==> src/rtl/rf_wb_arbiter_pkg.sv <==
// rf_wb_arbiter_pkg: shared register-file writeback widths, zero register and requester limit.
package rf_wb_arbiter_pkg;
  localparam int RF_ADDR_WIDTH = 5;
  localparam int RF_DATA_WIDTH = 32;
  localparam logic [RF_ADDR_WIDTH-1:0] RF_ZERO_REG = 5'd0;
  localparam int RF_WB_MAX_REQ = 4;
  function automatic int ptr_width(input int n);
    return (n > 1) ? $clog2(n) : 1;
  endfunction
endpackage

==> src/rtl/rf_wb_arbiter_if.sv <==
// rf_wb_arbiter_if: per-requester valid/ready writeback bus plus the shared RF write port.
interface rf_wb_arbiter_if import rf_wb_arbiter_pkg::*; #(
  parameter int NUM_REQ    = 2,
  parameter int ADDR_WIDTH = RF_ADDR_WIDTH,
  parameter int DATA_WIDTH = RF_DATA_WIDTH
);
  logic [NUM_REQ-1:0]            req_valid;
  logic [NUM_REQ-1:0]            req_ready;
  logic [NUM_REQ*ADDR_WIDTH-1:0] req_addr;
  logic [NUM_REQ*DATA_WIDTH-1:0] req_data;
  logic                          hold;
  logic                          rf_write_enable;
  logic [ADDR_WIDTH-1:0]         rf_write_addr;
  logic [DATA_WIDTH-1:0]         rf_write_data;
  logic                          pending_valid;
  logic [ADDR_WIDTH-1:0]         pending_addr;
  modport master (
    output req_valid, req_addr, req_data, hold,
    input  req_ready, rf_write_enable, rf_write_addr, rf_write_data, pending_valid, pending_addr
  );
  modport slave (
    input  req_valid, req_addr, req_data, hold,
    output req_ready, rf_write_enable, rf_write_addr, rf_write_data, pending_valid, pending_addr
  );
endinterface

==> src/rtl/rf_wb_rr_picker.sv <==
// rf_wb_rr_picker: one-hot grant from valid; round-robin from a pointer under RF_WB_RR_EN, else fixed priority.
module rf_wb_rr_picker import rf_wb_arbiter_pkg::*; #(
  parameter int NUM_REQ = 2
) (
  input  logic [NUM_REQ-1:0]                 i_valid,
`ifdef RF_WB_RR_EN
  input  logic [ptr_width(NUM_REQ)-1:0]      i_ptr,
`endif
  output logic [NUM_REQ-1:0]                 o_grant
);
`ifdef RF_WB_RR_EN
  // Scan farthest-first so the requester nearest the pointer overwrites the others.
  always_comb begin
    o_grant = '0;
    for (int k = NUM_REQ - 1; k >= 0; k--)
      if (i_valid[(int'(i_ptr) + k) % NUM_REQ]) o_grant = NUM_REQ'(1) << ((int'(i_ptr) + k) % NUM_REQ);
  end
`else
  assign o_grant = i_valid & (~i_valid + NUM_REQ'(1));
`endif
endmodule

==> src/rtl/rf_wb_arbiter.sv <==
// rf_wb_arbiter: shares the RF write port among NUM_REQ requesters through a registered output stage.
// RF_WB_RR_EN selects round-robin arbitration; otherwise the lowest valid index always wins.
module rf_wb_arbiter import rf_wb_arbiter_pkg::*; #(
  parameter int NUM_REQ    = 2,
  parameter int ADDR_WIDTH = RF_ADDR_WIDTH,
  parameter int DATA_WIDTH = RF_DATA_WIDTH
) (
  input logic           clk,
  input logic           reset,
  rf_wb_arbiter_if.slave bus
);
  localparam int PW = ptr_width(NUM_REQ);
  logic [NUM_REQ-1:0]    w_valid;
  logic [NUM_REQ-1:0]    w_grant;
  logic [PW-1:0]         w_idx;
  logic                  w_xfer;
  logic [ADDR_WIDTH-1:0] w_addr;
  logic [DATA_WIDTH-1:0] w_data;
  logic                  r_we;
  logic [ADDR_WIDTH-1:0] r_addr;
  logic [DATA_WIDTH-1:0] r_data;
  assign w_valid = bus.hold ? '0 : bus.req_valid;
  assign w_xfer  = |w_grant;
  always_comb begin
    w_idx = '0;
    for (int i = 0; i < NUM_REQ; i++)
      if (w_grant[i]) w_idx = PW'(i);
  end
  assign w_addr = bus.req_addr[w_idx*ADDR_WIDTH +: ADDR_WIDTH];
  assign w_data = bus.req_data[w_idx*DATA_WIDTH +: DATA_WIDTH];
`ifdef RF_WB_RR_EN
  logic [PW-1:0] r_ptr;
  rf_wb_rr_picker #(.NUM_REQ(NUM_REQ)) u_pick (.i_valid(w_valid), .i_ptr(r_ptr), .o_grant(w_grant));
  always_ff @(posedge clk or posedge reset)
    if (reset) r_ptr <= '0;
    else if (w_xfer) r_ptr <= (w_idx == PW'(NUM_REQ - 1)) ? '0 : w_idx + 1'b1;
`else
  rf_wb_rr_picker #(.NUM_REQ(NUM_REQ)) u_pick (.i_valid(w_valid), .o_grant(w_grant));
`endif
  // Writes to the zero register complete the handshake but never enable the RF; addr/data still load for debug.
  always_ff @(posedge clk or posedge reset)
    if (reset) begin
      r_we   <= 1'b0;
      r_addr <= '0;
      r_data <= '0;
    end else begin
      r_we <= w_xfer && (w_addr != ADDR_WIDTH'(RF_ZERO_REG));
      if (w_xfer) begin
        r_addr <= w_addr;
        r_data <= w_data;
      end
    end
  assign bus.req_ready       = w_grant;
  assign bus.rf_write_enable = r_we;
  assign bus.rf_write_addr   = r_addr;
  assign bus.rf_write_data   = r_data;
  assign bus.pending_valid   = r_we;
  assign bus.pending_addr    = r_addr;
endmodule
==> src/flat_wrapper.sv <==
// flat-port wrapper written by rule: the top's interface ports become plain ports
module rf_wb_arbiter_flat import rf_wb_arbiter_pkg::*;
#(
  parameter int NUM_REQ    = 2,
  parameter int ADDR_WIDTH = RF_ADDR_WIDTH,
  parameter int DATA_WIDTH = RF_DATA_WIDTH
)
  (clk, reset, bus_req_valid, bus_req_addr, bus_req_data, bus_hold, bus_req_ready, bus_rf_write_enable, bus_rf_write_addr, bus_rf_write_data, bus_pending_valid, bus_pending_addr);
  rf_wb_arbiter_if #(.NUM_REQ(NUM_REQ), .ADDR_WIDTH(ADDR_WIDTH), .DATA_WIDTH(DATA_WIDTH)) bus_i ();
  input logic clk;
  input logic reset;
  input wire logic [$bits(bus_i.req_valid)-1:0] bus_req_valid;
  input wire logic [$bits(bus_i.req_addr)-1:0] bus_req_addr;
  input wire logic [$bits(bus_i.req_data)-1:0] bus_req_data;
  input wire logic [$bits(bus_i.hold)-1:0] bus_hold;
  output wire logic [$bits(bus_i.req_ready)-1:0] bus_req_ready;
  output wire logic [$bits(bus_i.rf_write_enable)-1:0] bus_rf_write_enable;
  output wire logic [$bits(bus_i.rf_write_addr)-1:0] bus_rf_write_addr;
  output wire logic [$bits(bus_i.rf_write_data)-1:0] bus_rf_write_data;
  output wire logic [$bits(bus_i.pending_valid)-1:0] bus_pending_valid;
  output wire logic [$bits(bus_i.pending_addr)-1:0] bus_pending_addr;
  assign bus_i.req_valid = bus_req_valid;
  assign bus_i.req_addr = bus_req_addr;
  assign bus_i.req_data = bus_req_data;
  assign bus_i.hold = bus_hold;
  assign bus_req_ready = bus_i.req_ready;
  assign bus_rf_write_enable = bus_i.rf_write_enable;
  assign bus_rf_write_addr = bus_i.rf_write_addr;
  assign bus_rf_write_data = bus_i.rf_write_data;
  assign bus_pending_valid = bus_i.pending_valid;
  assign bus_pending_addr = bus_i.pending_addr;
  rf_wb_arbiter #(.NUM_REQ(NUM_REQ), .ADDR_WIDTH(ADDR_WIDTH), .DATA_WIDTH(DATA_WIDTH)) u_core (.clk(clk), .reset(reset), .bus(bus_i));
endmodule
==> config.mk <==
export PLATFORM = sky130hd
export DESIGN_NAME = rf_wb_arbiter_flat
export DESIGN_NICKNAME = d
export VERILOG_FILES = /design/src/rtl/rf_wb_arbiter_pkg.sv /design/src/rtl/rf_wb_arbiter_if.sv /design/src/rtl/rf_wb_rr_picker.sv /design/src/rtl/rf_wb_arbiter.sv /design/src/flat_wrapper.sv
export SDC_FILE = /design/constraint.sdc
export NUM_CORES = 1
export LEC_CHECK = 0
export ABC_AREA = 1
export BUFFER_PORTS_ARGS = -buffer_cell sky130_fd_sc_hd__buf_2
export CORE_MARGIN = 2
export CORE_UTILIZATION = 41
export DETAILED_ROUTE_END_ITERATION = 6
export PLACE_DENSITY = 0.79
export SLEW_MARGIN = 20
export SYNTH_ARGS = -nofsm -noshare
export SYNTH_HDL_FRONTEND = slang
export SYNTH_SLANG_ARGS = --single-unit
==> constraint.sdc <==
create_clock -name clk -period 1.35 [get_ports clk]
set_input_delay 0.135 -clock clk [delete_from_list [all_inputs] [get_ports clk]]
set_output_delay 0.135 -clock clk [all_outputs]
set_load 0.02 [all_outputs]
Word-level counts from Yosys, hierarchy flattened --
Index checks and enable logic that the tools add are counted.
Cells by class: reductions and logical operators 3, shifts and indexed selects 2, multipliers 1, bitwise gates (word level) 2, multiplexer cells 2, add/sub/neg operators 1
Operators by type and width (count):
- 64-bit by 7-bit variable part select with 32-bit output | 1
- 10-bit by 5-bit variable part select with 5-bit output | 1
- 5-bit nonzero test | 1
- 1-bit by 3-bit multiplier with 4-bit output (second input constant) | 1
- 2-bit by 1-bit adder with 2-bit output (second input constant) | 1
- 2-bit bitwise AND | 1
- 2-bit 2-to-1 mux | 1
- 2-bit inverter | 1
- 2-bit OR reduction | 1
- 1-bit logical AND | 1
- 1-bit 2-to-1 mux | 1
Storage, ports and cells: logic and storage cells 14, register bits 38, bits of input ports 79, output and inout bits 46

Logic depth before layout (Yosys ltp) --
depth after elaboration 9, depth in mapped cells 8, mapped depth without buffers 8

Modules after synthesis --
Synthesis repeated with hierarchy kept, for this count alone.
Unflattened totals: cells, all modules 232, area, all modules 1839.3 sq um
Modules (own cells, without submodules):
- rf_wb_arbiter | area an instance 1821.7 sq um, instances 1, cells an instance 229
- rf_wb_rr_picker | area an instance 17.5 sq um, instances 1, cells an instance 3

Worst setup path after synthesis --
OpenSTA, ideal clock, no wires.
kind in2reg, from in bus_hold, to reg u_core.r_data[0], in the netlist u_core.bus.rf_write_data[0], setup slack 0.497 ns, stages on the path 6, arrival time 0.732 ns, required time 1.229 ns, buffers on the path 2, library setup time 0.121 ns, path through inv_1 > nand3_2 > buf_6 > buf_4 > nor2_1 > o21ai_1
Between the ends: longest elaborated chain between the ends 6
Ends and longest elaborated chain:
- from (decl) | line flat_wrapper.sv:15 | input wire logic [$bits(bus_i.hold)-1:0] bus_hold;
- 2-bit 2-to-1 mux (*) | line rf_wb_arbiter.sv:22 | assign w_valid = bus.hold ? '0 : bus.req_valid;
- 2-bit inverter | line rf_wb_rr_picker.sv:19 | assign o_grant = i_valid & (~i_valid + NUM_REQ'(1));
- 2-bit by 1-bit adder with 2-bit output | line rf_wb_rr_picker.sv:19
- 2-bit bitwise AND (*) | line rf_wb_rr_picker.sv:19
- 1-bit 2-to-1 mux | line rf_wb_arbiter.sv:27 | if (w_grant[i]) w_idx = PW'(i);
- 64-bit by 7-bit variable part select with 32-bit output | line rf_wb_arbiter.sv:30 | assign w_data = bus.req_data[w_idx*DATA_WIDTH +: DATA_WIDTH];
- to (signal assigned) | line rf_wb_arbiter.sv:50 | r_data <= w_data;
- to (decl) | line rf_wb_arbiter.sv:21 | logic [DATA_WIDTH-1:0] r_data;
Mark *: on every way between the ends. The rest lies on a longest branch, timed or not. A chain may end at the register's enable or synchronous reset.

Worst setup path after layout --
from reg u_core.r_data[16], in the netlist u_core.bus.rf_write_data[16], to out bus_rf_write_data[16]
RTL lines:
- to (decl) | line flat_wrapper.sv:19 | output wire logic [$bits(bus_i.rf_write_data)-1:0] bus_rf_write_data;
No word-level cell between the ends.

==> results.yml <==
run_status:
  status: "complete, no violations"
logic_synthesis:
  ys_ff_latch: 38
  syn_area_per_cell_um2: 7.951
  yosysTopAreaCell: "dfrtp_1"
  syn_area_um2: 1861
  synth.top_cell.area_share_pct: 51.11
  netlist_instances: 234
  ys_seq_area_share_pct: 51.11
  ys_types: 16
  yosysWarnings: 0
  synth.area.top_cells: "dfrtp_1 (51%), o21ai_0 (14%), nand2_1 (9.9%)"
  syn-num-nets: 313
worst_hold_path:
  hp-class: "in2reg"
  holdPathEnd: "u_core.bus.rf_write_data[6]$_DFFE_PP0P_"
  hold_start: "bus_req_data[38]"
  hold_depth: 3
die:
  die_width_um: 71.37
  die_height_um: 71.37
  boundaryPins: 125
  rows: 24
  fp.dieArea_um2: 5093
  start_util_pct: 42.73
  coreArea_um2: 4354
worst_setup_path:
  r2r_end: "u_core.bus.rf_write_data[23]$_DFFE_PP0P_"
  cp_slowest_cell: "dfrtp_1"
  r2r_slack_ns: 0.69
  crit_buf_inv: 1
  cp.required_ns: 1.22
  cp_max_fo: 2
  startpoint_type: "flip-flop"
  rr_worst_depth: 2
  crit_chain: "buf_2"
  rr_startpoint: "u_core.bus.rf_write_data[23]$_DFFE_PP0P_"
  crit_family: "flip-flops"
  critical_path_class: "reg2out"
  cpPeakStageDelay_ns: 0.40
  cp_data_arrival_time_ns: 0.85
  worstSetupEndpointType: "primary output"
drt:
  first_pass_iters: 4
  avgRoutedWirePerCell_um: 11.67
  drc: 0
  drt_iter0_drc: 90
  via_count: 1965
  viasPerCell: 4.828
  antenna_left: 0
  totalWireLength_um: 4748
cells_and_area:
  nNetsFinal: 433
  n_antenna_cell: 0
  n_fill_cell: 397
  finalInstanceArea_um2: 2596
  syn_to_final_growth_pct: 39.54
  final_cell_mix: "buf_2 (124), o21ai_0 (51), nand2_1 (49), dfrtp_1 (38), nor2_1 (36)"
  final_common_cell: "buf_2"
  layout-drive-gt1-share_pct: 41.13
placement:
  placed_area_um2: 2495
  io_buffers: 124
  dp_hpwl_um: 3643
  gp_congestion: 0.7891
power:
  power_uw: 3030
  ir_worst_vdd_mv: 0.5848
  p_leak_uw: 0.001418
  power_density_nw_per_um2: 1167
clocking:
  clk_pin_slew_worst_paths_ns: 0.07
  cts_buffer_depth: 2
  clk_latency_ns: 0.28
  htreeDepth: 2
  cts_tree: "yes"
  cts-root-buf: "clkbuf_8"
  clock_sinks: 38
  cts_buffers: 5
sta:
  fin_crit_ns: 0.9808
  clock-skew-final_ns: 0
  finalSetupTns_ns: 0
  finalMaxSlewViolations: 0
  hold_violations: 0
  fmax_ghz: 1.020
  rsz0062_at_grt: "no"
  slew-limit-headroom_pct: 81.06
  worst_pin_slew_ns: 0.2841
  fin_crit_sh_pct: 72.65
  setup_violations: 0
  hold_ws_ns: 0.1062
global_routing:
  grt_pass1_wl_um: 7886
  grt_start_max_net_pins: 33
  grt_usage_pct: 19.46
  grt_pass1_vias: 1803
  antenna_found_initial: 0
  grt-ovfl-total: 0
job:
  cap_violations: 0
==> worst max-delay path by stage <==
| stage | from | endpoint | cells after the start |
|---|---|---|---|
| finish | u_core.bus.rf_write_data[16]$_DFFE_PP0P_ | bus_rf_write_data[16] | 1 |
| global route | u_core.bus.pending_addr[2]$_DFFE_PP0P_ | bus_pending_addr[2] | 1 |
| CTS | u_core.bus.rf_write_data[14]$_DFFE_PP0P_ | bus_rf_write_data[14] | 1 |
| detailed placement | bus_hold | u_core.bus.rf_write_data[20]$_DFFE_PP0P_ | 6 |
| global placement | bus_hold | u_core.bus.pending_valid$_DFF_PP0_ | 9 |
| floorplan | reset | u_core.bus.pending_addr[0]$_DFFE_PP0P_ | 1 |
==> repair_timing <==
item / CTS / global route
resized for setup: 0 / 0
setup buffers: 0 / 0
endpoints found under the hold margin: 38 / 0
hold buffers: 1 / 0
==> metal layers <==
metal / up-vias / GRT usage, % / wire, um
met4: 0 / 6.289 / 55
met5: - / 0 / 0
met2: 83 / 33.44 / 2301
li1: 986 / - / -
met3: 6 / 5.485 / 400
met1: 890 / 23.63 / 1989
==> registers in the layout (all words and copies together) (netlist names) <==
signal,flops
u_core.bus.pending_addr,5
u_core.bus.pending_valid,1
u_core.bus.rf_write_data,32
==> cell families after synthesis <==
family,after synthesis,synth area share [%]
buffers and inverters,35,10.56
AND/OR/NAND/NOR,90,18.83
flip-flops,38,51.11
AO/OA/AOI/OAI,71,19.50
==> synth_stat cells <==
cell type / number
inv_1: 12
inv_2: 2
clkbuf_4: 2
buf_2: 4
o21ai_2: 2
clkbuf_1: 3
buf_4: 10
nand3_2: 1
nor2_1: 36
nand2_1: 49
dfrtp_1: 38
buf_6: 2
o21ai_0: 51
o21ai_1: 18
nand2_2: 1
nand3_1: 3
==> area by class of cell <==
type                            count  area, um^2  share of cell area [%]
Sequential cell                    38       950.9                   36.63
Tap cell                           52       65.06                   2.506
Clock buffer                        7       86.33                   3.325
Multi-Input combinational cell    161       713.2                   27.47
Timing Repair Buffer              134       723.2                   27.86
Clock inverter                      1       5.005                  0.1928
Inverter                           14       52.55                   2.024
==> where the power goes <==
part / internal [uW] / leakage [uW] / switching, uW / total [uW]
registers: 1300 / 0.000446 / 84.7 / 1380
clock network: 412 / 0.0000482 / 376 / 788
logic: 328 / 0.000924 / 534 / 862
==> stage by stage <==
stage	worst slack, ns	instances	util, %
final	0.3692	407	59.63
after global routing	0.3260	407	59.63
after global placement	0.2679	398	57.30
after floorplan	0.3541	234	-
after detailed placement	0.1929	398	57.30
after CTS	0.3592	407	59.63
Power figures use the tool's default switching activity.
